==> config.mk <==
export PLATFORM = sky130hd
export DESIGN_NAME = hazard_ctrl_unit
export DESIGN_NICKNAME = d
export VERILOG_FILES = /design/src/rtl/hazard_ctrl_unit.sv
export SDC_FILE = /design/constraint.sdc
export NUM_CORES = 1
export LEC_CHECK = 0
export CAP_MARGIN = 20
export CORE_ASPECT_RATIO = 0.5
export CORE_MARGIN = 1.5
export CORE_UTILIZATION = 27
export DETAILED_ROUTE_END_ITERATION = 8
export PLACE_DENSITY = 0.76
export SLEW_MARGIN = 20
export SYNTH_ARGS = -nofsm -noshare
export SYNTH_HDL_FRONTEND = slang
export SYNTH_SLANG_ARGS = --single-unit
export TNS_END_PERCENT = 30
==> constraint.sdc <==
create_clock -name clk -period 2.18 [get_ports clk]
set_clock_uncertainty 0.1 [all_clocks]
set_input_delay 0.545 -clock clk [delete_from_list [all_inputs] [get_ports clk]]
set_output_delay 0.545 -clock clk [all_outputs]
set_load 0.05 [all_outputs]
==> src/rtl/hazard_ctrl_unit.sv <==
// Pipeline hazard controller: load-use stall, taken-branch flush, data-memory freeze.
// Optional statistics counters are enabled by defining HAZARD_STATS_EN.
//
// state      | meaning
// IDLE       | normal flow; a load-use hazard inserts the first bubble here
// LOAD_STALL | remaining LOAD_LAT-1 bubbles of a load-use hazard
module hazard_ctrl_unit #(
  parameter int REG_ADDR_W = 5,
  parameter int LOAD_LAT   = 1,
  parameter int CNT_W      = 4
) (
  input  logic                  clk,
  input  logic                  rst_n,
  input  logic [REG_ADDR_W-1:0] i_if_id_rs,
  input  logic [REG_ADDR_W-1:0] i_if_id_rt,
  input  logic                  i_if_id_uses_rt,
  input  logic [REG_ADDR_W-1:0] i_id_ex_rt,
  input  logic                  i_id_ex_memread,
  input  logic                  i_branch_taken,
  input  logic                  i_mem_busy,
  output logic                  o_pc_write,
  output logic                  o_if_id_write,
  output logic                  o_id_ex_write,
  output logic                  o_if_id_flush,
  output logic                  o_id_ex_flush,
  output logic                  o_stall_active,
  output logic [31:0]           o_stall_stat,
  output logic [31:0]           o_flush_stat
);

  typedef enum logic {IDLE, LOAD_STALL} state_t;

  localparam logic [CNT_W-1:0] LAT_M1 = CNT_W'(LOAD_LAT - 1);

  state_t           r_state;
  logic [CNT_W-1:0] r_cnt;
  logic             w_hazard;
  logic             w_bubble;

  // Register zero is hardwired, so a load targeting it never creates a dependency.
  assign w_hazard = i_id_ex_memread && (i_id_ex_rt != '0) &&
                    ((i_id_ex_rt == i_if_id_rs) ||
                     (i_if_id_uses_rt && (i_id_ex_rt == i_if_id_rt)));

  always_comb begin
    o_pc_write    = 1'b1;
    o_if_id_write = 1'b1;
    o_id_ex_write = 1'b1;
    o_if_id_flush = 1'b0;
    o_id_ex_flush = 1'b0;
    w_bubble      = 1'b0;
    if (i_mem_busy) begin
      o_pc_write    = 1'b0;
      o_if_id_write = 1'b0;
      o_id_ex_write = 1'b0;
    end else if (i_branch_taken) begin
      o_if_id_flush = 1'b1;
      o_id_ex_flush = 1'b1;
    end else if ((r_state == LOAD_STALL) || w_hazard) begin
      o_pc_write    = 1'b0;
      o_if_id_write = 1'b0;
      o_id_ex_flush = 1'b1;
      w_bubble      = 1'b1;
    end
  end

  assign o_stall_active = (r_state == LOAD_STALL);

  always_ff @(posedge clk or negedge rst_n) begin
    if (!rst_n) begin
      r_state <= IDLE;
      r_cnt   <= '0;
    end else if (!i_mem_busy) begin
      if (i_branch_taken) begin
        r_state <= IDLE;
        r_cnt   <= '0;
      end else if (r_state == LOAD_STALL) begin
        if (r_cnt == CNT_W'(1)) r_state <= IDLE;
        r_cnt <= r_cnt - CNT_W'(1);
      end else if (w_hazard && (LOAD_LAT > 1)) begin
        r_state <= LOAD_STALL;
        r_cnt   <= LAT_M1;
      end
    end
  end

`ifdef HAZARD_STATS_EN
  logic [31:0] r_stall_stat;
  logic [31:0] r_flush_stat;

  always_ff @(posedge clk or negedge rst_n) begin
    if (!rst_n) begin
      r_stall_stat <= '0;
      r_flush_stat <= '0;
    end else begin
      if (w_bubble && (r_stall_stat != '1)) r_stall_stat <= r_stall_stat + 32'd1;
      if (!i_mem_busy && i_branch_taken && (r_flush_stat != '1))
        r_flush_stat <= r_flush_stat + 32'd1;
    end
  end

  assign o_stall_stat = r_stall_stat;
  assign o_flush_stat = r_flush_stat;
`else
  assign o_stall_stat = 32'd0;
  assign o_flush_stat = 32'd0;
`endif

endmodule

# Yosys cells after proc, flatten, opt, wreduce, memory -nomap -nowiden
# Cells that the tools add are included.
# Widths: inputs -> output; s select.
# totals
reg_bits,5
latch_bits,0
ramBits,0
rom_bits,0
in_bits,21
output_inout_bits,70
wordCells,29
mem_count,0
# classes
addsub,1
n_mul,0
div_mod_pow,0
n_lt_le_gt_ge,0
eq_ne,3
shift,0
muxes,14
bitwise_logic,1
n_reduce_logical,8
# ops
operator,count
$mux 1,12
$eq 5x5->1,2
$mux 4,2
$reduce_bool 5->1,1
$eq 4x1->1 const B,1
$sub 4x1->4 const B,1
$logic_and 1x1->1,3
$logic_or 1x1->1,2
$reduce_and 2->1,1
$reduce_bool 2->1,1
$not 1->1,1

# Logic depth before layout (Yosys ltp)
# depth
ltp_word,8
mapped_depth,6
mapped_depth_nobuf,6

# Worst setup path after synthesis
# OpenSTA, ideal clock, no wires.
# synth_path
path_type,input to output
startpoint,in i_id_ex_rt[1]
endpoint,out o_pc_write
t_arrival_ns,2.388
t_required_ns,1.535
slack_ns,-0.853
stages,5
path_buffers,1
cell_sequence,or4_1 > o21ai_2 > nor2_1 > a221oi_2 > buf_4
# synth_between
elab_chain_cells,8
elab_cells_between_ends,11
cone_classes,2 x eq/ne; 3 x mux; 6 x reduce/logical
# synth_lines
item,line_no,source
"start, declared",17,"input logic [REG_ADDR_W-1:0] i_id_ex_rt,"
$eq 5x5->1,43,(i_if_id_uses_rt && (i_id_ex_rt == i_if_id_rt)));
$logic_and 1x1->1,43,
$logic_or 1x1->1,42,((i_id_ex_rt == i_if_id_rs) ||
$logic_and 1x1->1 (*),41,assign w_hazard = i_id_ex_memread && (i_id_ex_rt != '0) &&
$logic_or 1x1->1 (*),59,end else if ((r_state == LOAD_STALL) || w_hazard) begin
$mux 1 (*) (3 in a row),-,
"end, declared",21,"output logic o_pc_write,"
# Every way passes the cells marked *; elsewhere a longest branch is shown, timed or not.

# Worst setup path in the final report
# layout_path
startpoint,in i_id_ex_rt[1]
endpoint,out o_pc_write
# layout_between
elab_chain_cells,8
elab_cells_between_ends,11
cone_classes,2 x eq/ne; 3 x mux; 6 x reduce/logical
# layout_lines
item,line_no,source
$eq 5x5->1,43,
$logic_and 1x1->1,43,
$logic_or 1x1->1,42,
$logic_and 1x1->1 (*),41,
$logic_or 1x1->1 (*),59,
$mux 1 (*),59,
$mux 1 (*),56,end else if (i_branch_taken) begin
$mux 1 (*),52,if (i_mem_busy) begin
# Marks and branches as above.

==> impl_results.md <==
- Final Hold Viols: 0
- Final HPWL DP: 1430 µm
- RSZ-0062 raised after global routing: yes
- Crit path launch type: input pin
- TritonCTS Buffers: 3
- Ports: 91
- CP Class: input pin to primary output
- Register share of total power: 17.1%
- Largest cells by area after synthesis: buf_4, dfrtp_1, xnor2_1
- Worst skew pair latency: roughly 220 ps
- R2R depth: 4
- Core Region: 0.00315 mm²
- Root buf cell: clkbuf_8
- Detailed Route Iter0 Violations: 31
- Worst min-delay path class: flip-flop to flip-flop
- Post-synth top flop: dfrtp_1
- Die width: 86.2 µm
- Starting Density: 29.6%
- Largest net degree at the start of global routing: 8
- Failing checks: setup timing
- Internal Power: about 0.00032 W
- Synth top area share: 52.2%
- Setup ws final: -383 ps
- Die Y: around 45 µm
- CTS Hold Buffers Added: 0
- Vias in the first global route: 573
- P_sw: between 0.0003 and 0.0004 W
- R2R Setup Slk: 660 ps
- Post-Synthesis Cells: 122
- Status: complete, but fails checks
- Power Density: 585 mW/mm²
- Tot GR Track Use: under 10%
- Sinks on Clock Net: 5
- Max_cap viols: 0
- Fmax: 390 MHz
- Ant diodes: 0
- Setup violators final: 3
- DR vias/cell: 3.47
- Total Wirelength: approximately 1600 µm
- Worst Setup EP: o_pc_write
- Crit end category: primary output
- Yosys top cell by area: buf_4
- Via count: 687
- Pwr Total: 0.000694 W
- FF+latch count, synth: 5
- Reg-to-Reg Start: o_stall_active
- Drt pass-1 iters: 2
- Routed Antenna Nets: 0
- Share of layout cells above drive strength 1: 18.4%
- Overflow after GRT: 0
- Place WS: -809 ps
- Cell Area, Synth: 935 µm²
- Final Cycle Share: 118%
- TritonCTS clock tree: yes
- Placed Cells: 195
- Combinational power share: 58.4%
- Most common cell in the netlist: buf_4
- Antenna violations before repair: 0
- Final Max Tran Viols: 0
- Final net count: between 150 and 200
- Total Die Area: ~0.0038 mm²
- First-pass GRT wire length: between 2000 and 2500 µm
- Synth top cells by count: buf_4, xnor2_1, nor2_1
- Final core occ: between 30% and 40%
- Drt drc: 0
- Sw frac: 53.5%
- Hold_ws: 444 ps
- Static Leakage: 0.621 nW
- Final std cells w/o fill: 198
- GP Congestion: 0.641
- WP data arrival: 1920 ps
- Sequential fraction of the synthesis area: 13.4%
- Top fanout value on the critical path: 2
- Post-Syn Area per Cell: 7.66 µm²
- Htree depth: 1
- Netlist cell types: 22
- Crit. Startpoint: i_id_ex_rt[1]
- Rows: 14
- Post-synth ARST share: 100%
- Worst EP required: ~1500 ps
- Max clock buf depth: 2
- Post-synth EDFFs: 0
- Peak VDD IR: 0.192 mV
- Area grow syn2layout: 26.9%
- Final min period: 2560 ps
- Reg clk slew, reported paths: about 30 ps
- YS warnings: 0
- Port Buffer Count: 26
- Clock share of power: 24.4%
- Worst reg2reg path endpoint: r_cnt[3]
- Drt wl/cell: 8.07 µm
cell type report:
type	count	area, µm²
Fill cell	324	1970
Multi-Input combinational cell	109	574
Timing Repair Buffer	35	373
Sequential cell	5	125
Tap cell	40	50.0
Clock buffer	4	45.0
Inverter	5	18.8
repair_timing:
item	in CTS	in global routing
gates resized for setup	25	7
cloned	0	0
setup endpoints to repair	4	3
endpoints found under the hold margin	0	0
pin swaps	4	9
buffers inserted	0	0
metal layers:
layer | global-route usage [%] | routed length [µm] | share of wire, % | up-vias
li1 | - | - | - | 330
met1 | 6.75 | 518 | 32 | 305
met2 | 16.7 | 926 | 58 | 48
met3 | 1.12 | 113 | 7.1 | 4
met4 | 6.77 | 40 | 2.5 | 0
met5 | 0 | 0 | 0 | -
how the worst min path moves through the flow:
stage,startpoint,end,slack (ps),cells past startpoint
floorplan,rst_n,o_stall_active,150,0
global placement,r_cnt[3],r_cnt[3],420,2
detailed placement,r_cnt[3],r_cnt[3],430,2
CTS,r_cnt[3],r_cnt[3],440,2
global route,rst_n,o_stall_active,470,1
finish,r_cnt[0],r_cnt[0],440,1
placed cells by master (no fill, tap or decap), types with 2 or more instances in the layout:
cell and n:
clkbuf_8 3, clkdlybuf4s50_1 10, nand2_1 6, conb_1 64, buf_4 10, buf_6 4
dlygate4sd2_1 2, xnor2_1 10, ha_1 2, dlymetal6s2s_1 4, buf_12 4, o21ai_0 3
inv_1 5, nor3_1 2, dfrtp_1 5, a21oi_1 4, nor2_1 5
stage by stage:
step                cell area [µm²]  setup TNS [ps]
floorplan                      1190           -1020
CTS                            1180           -1210
global route                   1190           -1190
global placement               1110           -2230
detailed placement             1110           -2300
finish                         1190           -1040
power groups by stage:
stage               Combinational [W]  Clock, W  Sequential (W)
global route                 0.000427  0.000177        0.000121
CTS                          0.000406  0.000174        0.000118
floorplan                    0.000406         0        0.000117
detailed placement           0.000403         0        0.000119
finish                       0.000405  0.000170        0.000119
global placement             0.000397         0        0.000119
critical path: stages:
cell,delay [ps]
buf_6,90
or4_4,540
o21ai_4,170
nor2_4,50
a221oi_4,330
buf_12,180
registers in the layout (all words and copies together), names as in the netlist:
| signal | flops |
|---|---|
| o_stall_active | 1 |
| r_cnt | 4 |
cell families (layout without fill, tap and decap cells):
group | Yosys count | after routing | synth area share [%]
buf+inv | 71 | 44 | 54.6
simple gates | 20 | 20 | 10.0
compound gates | 13 | 13 | 9.50
xor+xnor | 10 | 10 | 9.37
flops | 5 | 5 | 13.4
fa+ha+maj | 2 | 2 | 2.68
other cells | 1 | 64 | 0.401
No activity file was read; power rests on OpenSTA's default activity.
